--- src/rtl/sprite_pkg.sv ---
// Shared definitions for the sprite position path: move direction codes,
// commit FSM states, default screen geometry and a saturating clamp helper.
package sprite_pkg;

  localparam logic [2:0] DIR_LEFT  = 3'b001;
  localparam logic [2:0] DIR_RIGHT = 3'b010;
  localparam logic [2:0] DIR_UP    = 3'b011;
  localparam logic [2:0] DIR_DOWN  = 3'b100;

  localparam int SCREEN_W = 640;
  localparam int SCREEN_H = 480;

  typedef enum logic {
    IDLE   = 1'b0,
    COMMIT = 1'b1
  } state_t;

  // Saturate a signed coordinate into [0, hi]; negative values never wrap.
  function automatic logic signed [11:0] clamp12(input logic signed [11:0] v,
                                                 input logic signed [11:0] hi);
    logic signed [11:0] r;
    if (v < 12'sd0) begin
      r = 12'sd0;
    end else if (v > hi) begin
      r = hi;
    end else begin
      r = v;
    end
    return r;
  endfunction

endpackage

--- src/rtl/sprite_step_clamp.sv ---
// Combinational single-step mover: applies one direction/step to an x/y pair
// and clamps the result so the whole sprite stays on screen.
module sprite_step_clamp
  import sprite_pkg::*;
#(
  parameter int STEP_W      = 3,
  parameter int SCREEN_W    = sprite_pkg::SCREEN_W,
  parameter int SCREEN_H    = sprite_pkg::SCREEN_H,
  parameter int SPRITE_SIZE = 25
) (
  input  logic [10:0]       x,
  input  logic [9:0]        y,
  input  logic [2:0]        dir,
  input  logic [STEP_W-1:0] step,
  output logic [10:0]       next_x,
  output logic [9:0]        next_y
);

  localparam logic signed [11:0] MAX_X = 12'(SCREEN_W - SPRITE_SIZE);
  localparam logic signed [11:0] MAX_Y = 12'(SCREEN_H - SPRITE_SIZE);

  logic signed [11:0] x_s;
  logic signed [11:0] y_s;
  logic signed [11:0] step_s;
  logic signed [11:0] sum_x_s;
  logic signed [11:0] sum_y_s;
  logic signed [11:0] clamp_x_s;
  logic signed [11:0] clamp_y_s;

  assign x_s    = signed'({1'b0, x});
  assign y_s    = signed'({2'b00, y});
  assign step_s = signed'(12'(step));

  // Unclamped target position for the requested direction
  always_comb begin
    sum_x_s = x_s;
    sum_y_s = y_s;
    case (dir)
      DIR_LEFT:  sum_x_s = x_s - step_s;
      DIR_RIGHT: sum_x_s = x_s + step_s;
      DIR_UP:    sum_y_s = y_s - step_s;
      DIR_DOWN:  sum_y_s = y_s + step_s;
      default: begin
        sum_x_s = x_s;
        sum_y_s = y_s;
      end
    endcase
  end

  assign clamp_x_s = clamp12(sum_x_s, MAX_X);
  assign clamp_y_s = clamp12(sum_y_s, MAX_Y);
  assign next_x    = clamp_x_s[10:0];
  assign next_y    = clamp_y_s[9:0];

endmodule

--- src/rtl/sprite_position_scheduler.sv ---
// Per-sprite shadow positions updated by move commands, committed to the
// printer-facing outputs one sprite per cycle at the start of vertical blank.
module sprite_position_scheduler
  import sprite_pkg::*;
#(
  parameter int NUM_SPRITES = 4,
  parameter int ID_W        = 2,
  parameter int STEP_W      = 3,
  parameter int SCREEN_W    = sprite_pkg::SCREEN_W,
  parameter int SCREEN_H    = sprite_pkg::SCREEN_H,
  parameter int SPRITE_SIZE = 25,
  parameter int INIT_X      = 50,
  parameter int INIT_Y      = 300,
  parameter int SPACING_X   = 60
) (
  input  logic                      clk,
  input  logic                      reset,
  input  logic                      cmd_valid,
  output logic                      cmd_ready,
  input  logic [ID_W-1:0]           cmd_id,
  input  logic [2:0]                cmd_dir,
  input  logic [STEP_W-1:0]         cmd_step,
  input  logic [10:0]               pixel_x,
  input  logic [9:0]                pixel_y,
  output logic [11*NUM_SPRITES-1:0] pos_x,
  output logic [10*NUM_SPRITES-1:0] pos_y,
  output logic [NUM_SPRITES-1:0]    move,
  output logic                      frame_tick
);

  localparam logic [ID_W-1:0] LAST_IDX = ID_W'(NUM_SPRITES - 1);
  localparam logic [9:0]      VB_LINE  = 10'(SCREEN_H);

  state_t                  state_r;
  state_t                  state_nx_s;
  logic [ID_W-1:0]         idx_r;
  logic [ID_W-1:0]         idx_nx_s;
  logic [10:0]             sx_r [NUM_SPRITES];
  logic [9:0]              sy_r [NUM_SPRITES];
  logic [10:0]             px_r [NUM_SPRITES];
  logic [9:0]              py_r [NUM_SPRITES];
  logic [NUM_SPRITES-1:0]  move_r;
  logic                    frame_tick_r;
  logic                    vb_start_s;
  logic                    cmd_fire_s;
  logic [10:0]             cur_x_s;
  logic [9:0]              cur_y_s;
  logic [10:0]             next_x_s;
  logic [9:0]              next_y_s;

  assign vb_start_s = (pixel_x == 11'd0) && (pixel_y == VB_LINE);
  assign cmd_ready  = (state_r == IDLE);
  assign cmd_fire_s = cmd_valid && cmd_ready;

  // Select the addressed sprite's shadow position; out-of-range ids match nothing
  always_comb begin
    cur_x_s = sx_r[0];
    cur_y_s = sy_r[0];
    for (int i = 0; i < NUM_SPRITES; i++) begin
      if (cmd_id == ID_W'(i)) begin
        cur_x_s = sx_r[i];
        cur_y_s = sy_r[i];
      end else begin
        cur_x_s = cur_x_s;
        cur_y_s = cur_y_s;
      end
    end
  end

  sprite_step_clamp #(
    .STEP_W      (STEP_W),
    .SCREEN_W    (SCREEN_W),
    .SCREEN_H    (SCREEN_H),
    .SPRITE_SIZE (SPRITE_SIZE)
  ) u_step_clamp (
    .x      (cur_x_s),
    .y      (cur_y_s),
    .dir    (cmd_dir),
    .step   (cmd_step),
    .next_x (next_x_s),
    .next_y (next_y_s)
  );

  // Commit FSM next-state: walk idx across all sprites once per blank
  always_comb begin
    state_nx_s = state_r;
    idx_nx_s   = idx_r;
    case (state_r)
      IDLE: begin
        if (vb_start_s) begin
          state_nx_s = COMMIT;
          idx_nx_s   = '0;
        end else begin
          state_nx_s = IDLE;
        end
      end
      COMMIT: begin
        if (idx_r == LAST_IDX) begin
          state_nx_s = IDLE;
          idx_nx_s   = '0;
        end else begin
          idx_nx_s = idx_r + ID_W'(1);
        end
      end
      default: begin
        state_nx_s = IDLE;
        idx_nx_s   = '0;
      end
    endcase
  end

  // Commit FSM state register
  always_ff @(posedge clk) begin
    if (reset) begin
      state_r <= IDLE;
      idx_r   <= '0;
    end else begin
      state_r <= state_nx_s;
      idx_r   <= idx_nx_s;
    end
  end

  // Shadow update, per-sprite commit, move strobes and frame tick
  always_ff @(posedge clk) begin
    if (reset) begin
      for (int i = 0; i < NUM_SPRITES; i++) begin
        sx_r[i] <= 11'(INIT_X + i * SPACING_X);
        sy_r[i] <= 10'(INIT_Y);
        px_r[i] <= 11'(INIT_X + i * SPACING_X);
        py_r[i] <= 10'(INIT_Y);
      end
      move_r       <= '0;
      frame_tick_r <= 1'b0;
    end else begin
      move_r       <= '0;
      frame_tick_r <= (state_r == IDLE) && vb_start_s;
      for (int i = 0; i < NUM_SPRITES; i++) begin
        if (cmd_fire_s && (cmd_id == ID_W'(i))) begin
          sx_r[i] <= next_x_s;
          sy_r[i] <= next_y_s;
        end
        if ((state_r == COMMIT) && (idx_r == ID_W'(i))) begin
          px_r[i]   <= sx_r[i];
          py_r[i]   <= sy_r[i];
          move_r[i] <= (px_r[i] != sx_r[i]) || (py_r[i] != sy_r[i]);
        end
      end
    end
  end

  for (genvar g = 0; g < NUM_SPRITES; g++) begin : g_pack
    assign pos_x[11*g +: 11] = px_r[g];
    assign pos_y[10*g +: 10] = py_r[g];
  end

  assign move       = move_r;
  assign frame_tick = frame_tick_r;

endmodule
--- config.mk ---
export PLATFORM = sky130hd
export DESIGN_NAME = sprite_position_scheduler
export DESIGN_NICKNAME = d
export VERILOG_FILES = /design/src/rtl/sprite_pkg.sv /design/src/rtl/sprite_step_clamp.sv /design/src/rtl/sprite_position_scheduler.sv
export SDC_FILE = /design/constraint.sdc
export NUM_CORES = 1
export LEC_CHECK = 0
export ABC_AREA = 1
export CAP_MARGIN = 30
export CORE_UTILIZATION = 35
export DETAILED_ROUTE_END_ITERATION = 8
export PLACE_DENSITY = 0.57
export SYNTH_ARGS = -nofsm -noshare
export SYNTH_HDL_FRONTEND = slang
export SYNTH_SLANG_ARGS = --single-unit
export TNS_END_PERCENT = 30
--- constraint.sdc ---
create_clock -name clk -period 7.5 [get_ports clk]
set_clock_uncertainty 0.1 [all_clocks]
set_input_delay 0.75 -clock clk [delete_from_list [all_inputs] [get_ports clk]]
set_output_delay 0.75 -clock clk [all_outputs]
set_load 0.005 [all_outputs]
==> flow_metrics.env <==
export IMPL_nets=1247
export IMPL_placed_area_mm2=0.0114
export IMPL_synth_simple_gate_area_share_pct=21.4
export IMPL_synth_area_leaders="edfxtp_1 53%, nand2_1 7.9%, inv_1 6.2%"
export IMPL_drive_gt1_share_pct=6.91
export IMPL_end_kind="flip-flop"
export IMPL_syn_to_final_growth_pct=24.4
export IMPL_row_count=60
export IMPL_yosysMostFrequentCell="nand2_1"
export IMPL_async_reset_ff_share_pct=0
export IMPL_hold_violations=0
export IMPL_place_congestion=0.913
export IMPL_cp_arrival_ns=5.89
export IMPL_stdcell_area_mm2=0.0119
export IMPL_pre_cts_ws_ns=1.50
export IMPL_synth_top_cells_by_count="202 x nand2_1, 168 x edfxtp_1, 158 x inv_1"
export IMPL_die_w_um=167
export IMPL_fin_setup_tns_ns=0
export IMPL_tightest_slew_ns=1.01
export IMPL_routed_wl_um=28100
export IMPL_ir_drop_mv=0.139
export IMPL_synth_edf_count=168
export IMPL_cp_max_fo=24
export IMPL_yosys_cell_types_count=39
export IMPL_max_slew_margin_pct=32.4
export IMPL_cp_required_ns=7.68
export IMPL_clockBufferDepth=2
export IMPL_ys_ff_latch=176
export IMPL_synthFlopType="edfxtp_1"
export IMPL_n_antenna_cell=0
export IMPL_ios=122
export IMPL_maxCapViolCount=0
export IMPL_cts_tree="yes"
export IMPL_cts_resized=0
export IMPL_cts_sinks=176
export IMPL_drc=0
export IMPL_critPathBufInv=5
export IMPL_cp_start_kind="input port"
export IMPL_worstHoldPathType="reg2reg"
export IMPL_status="completed"
export IMPL_synth_area_leader_cell="edfxtp_1"
export IMPL_grt_pass1_vias=7396
export IMPL_powerDensity_mw_per_mm2=196
export IMPL_viasPerCell=4.97
export IMPL_synthDominantCellAreaShare_pct=52.6
export IMPL_syn_area_per_cell_um2=9.18
export IMPL_finish_utilization_pct=44.4
export IMPL_ant_nets=0
export IMPL_cpMaxStageDelayCell="nand2_1"
export IMPL_cts_buffers=17
export IMPL_crit_chain="clkdlybuf4s50_1, buf_4, inv_2, nand2_1, nand2_1, o221ai_1, o21ai_0, inv_1, ha_1, inv_1, fa_1, o21ai_0, nand4_1, nand2_1, a21o_1, a21oi_1, xor2_1, nand2_1, o21ai_1, nand4_1, nor2_1"
export IMPL_port_buffer_count=121
export IMPL_slowest_delay_ns=0.52
export IMPL_yosysSeqAreaShare_pct=54.3
export IMPL_cts_htree_levels=4
export IMPL_grt_ovfl_total=0
export IMPL_holdWs_ns=0.410
export IMPL_start_util_pct=35.7
export IMPL_first_pass_iters=5
export IMPL_power_static_leakage_nw=4.72
export IMPL_postLayoutSetupSlackWorst_ns=1.79
export IMPL_rsz0062_at_grt="false"
export IMPL_dpl_cell_count=1511
export IMPL_grt_max_degree=25
export IMPL_core_mm2=0.0269
export IMPL_synth_warnings=0
export IMPL_synth_mux_area_fraction_pct=0
export IMPL_chipHeight_um=167
export IMPL_cts_setup_buffers=0
export IMPL_cts_hold_buf=0
export IMPL_fmax_ghz=0.175
export IMPL_grt_antenna_before_repair=0
export IMPL_synth_top_family_by_area="simple AND/OR/NAND/NOR gates"
export IMPL_synth_compound_area_share_pct=6.07
export IMPL_wl_per_cell_um=18.2
export IMPL_vias=7673
export IMPL_grt_pass1_wl_um=42800
export IMPL_period_share_pct=76.2
export IMPL_slew_violations=0
export IMPL_synth_xor_area_share_pct=7.13
export IMPL_netlist_area_mm2=0.00959
export IMPL_track_usage_pct=20.4
export IMPL_p_total_mw=2.34
export IMPL_setup_viol=0
export IMPL_drt_initial_drc_count=722
export IMPL_worstSetupPathType="in2reg"
export IMPL_fin_crit_ns=5.71
export IMPL_synth_cells=1044
export IMPL_hpwlAfterDp_um=21700
export IMPL_crit_family="simple AND/OR/NAND/NOR gates"
export IMPL_layout_cells_non_filler=1543
export IMPL_synth_fa_ha_area_share_pct=3.63
export IMPL_worst_path_most_repeated_cell="nand2_1"
export IMPL_die_area_mm2=0.0281
export IMPL_clk_latency_ns=0.43
export IMPL_cts_root_buf="clkbuf_16"
export IMPL_clkTransAtPathRegs_ns=0.07
## where the power goes
group / total [mW] / switching, mW / internal, mW / leakage, nW
Combinational: 0.364 / 0.232 / 0.132 / 2.88
Sequential: 1.14 / 0.0303 / 1.11 / 1.59
Clock: 0.836 / 0.405 / 0.431 / 0.249
Total: 2.34 / 0.668 / 1.67 / 4.72
## cell usage in the layout (no fill, tap or decap), types with 5 or more instances in the layout
cell type,instances
nor3_1,14
xnor2_1,44
or2_2,21
a21oi_1,15
dfxtp_1,8
clkdlybuf4s50_1,121
clkinvlp_4,5
clkbuf_16,17
inv_2,9
o21ai_0,53
xor2_1,34
inv_1,158
nor2_1,138
o221ai_1,13
ha_1,23
nand2_1,202
nand4_1,21
conb_1,8
buf_4,9
nand3_1,55
edfxtp_1,168
nor4_1,11
## state kept, by name (all words and copies together) (netlist names)
| register | count |
|---|---|
| frame_tick | 1 |
| state_r | 1 |
| sx_r | 44 |
| py_r | 40 |
| sy_r | 40 |
| px_r | 44 |
| move | 4 |
| idx_r | 2 |
## area by class of cell
class / count / area [µm²]
multi-input combinational: 688 / 3710
tap: 341 / 427
inverter: 171 / 642
clock inverter: 13 / 106
timing repair buffer: 135 / 1400
fill: 2586 / 14900
sequential: 176 / 5200
clock buffer: 19 / 433
## worst reg2reg max path, cell delays in order (launching register included)
cell	delay (ns)
edfxtp_1	0.38
inv_1	0.17
a21oi_1	0.13
a221oi_1	0.36
a21oi_1	0.11
ha_1	0.36
a21oi_1	0.24
nand2_1	0.13
nand2_1	0.12
nand2_1	0.06
nand2_1	0.07
nand2_1	0.06
a21oi_1	0.15
nand2b_1	0.14
a21boi_0	0.11
o21ai_0	0.16
nand3_1	0.30
nand4_1	0.36
nand2_1	0.14
## routing by layer
layer	share of wire [%]	global-route usage, %
met1	47	29.1
met2	45	32.0
met3	6.3	3.05
met4	2.0	6.02
met5	0	0
## cells by family (layout without fill, tap and decap cells)
logic type,count (synthesis),in the layout
AND/OR/NAND/NOR,476,476
XOR/XNOR,78,78
other,1,8
buffers and inverters,187,338
adder cells (fa/ha/maj),26,26
flip-flops,176,176
AO/OA/AOI/OAI,100,100
## path summary, 6_finish.rpt
path	cells past startpoint	start	slack [ns]	endpoint
worst max-delay path	21	cmd_id[1]	1.79	sx_r[1][7]
worst min-delay path	2	idx_r[1]	0.41	idx_r[1]
worst max register to register	18	sx_r[2][2]	3.56	sx_r[1][3]
worst min register to register	2	idx_r[1]	0.41	idx_r[1]
(Power assumes the default switching activity.)
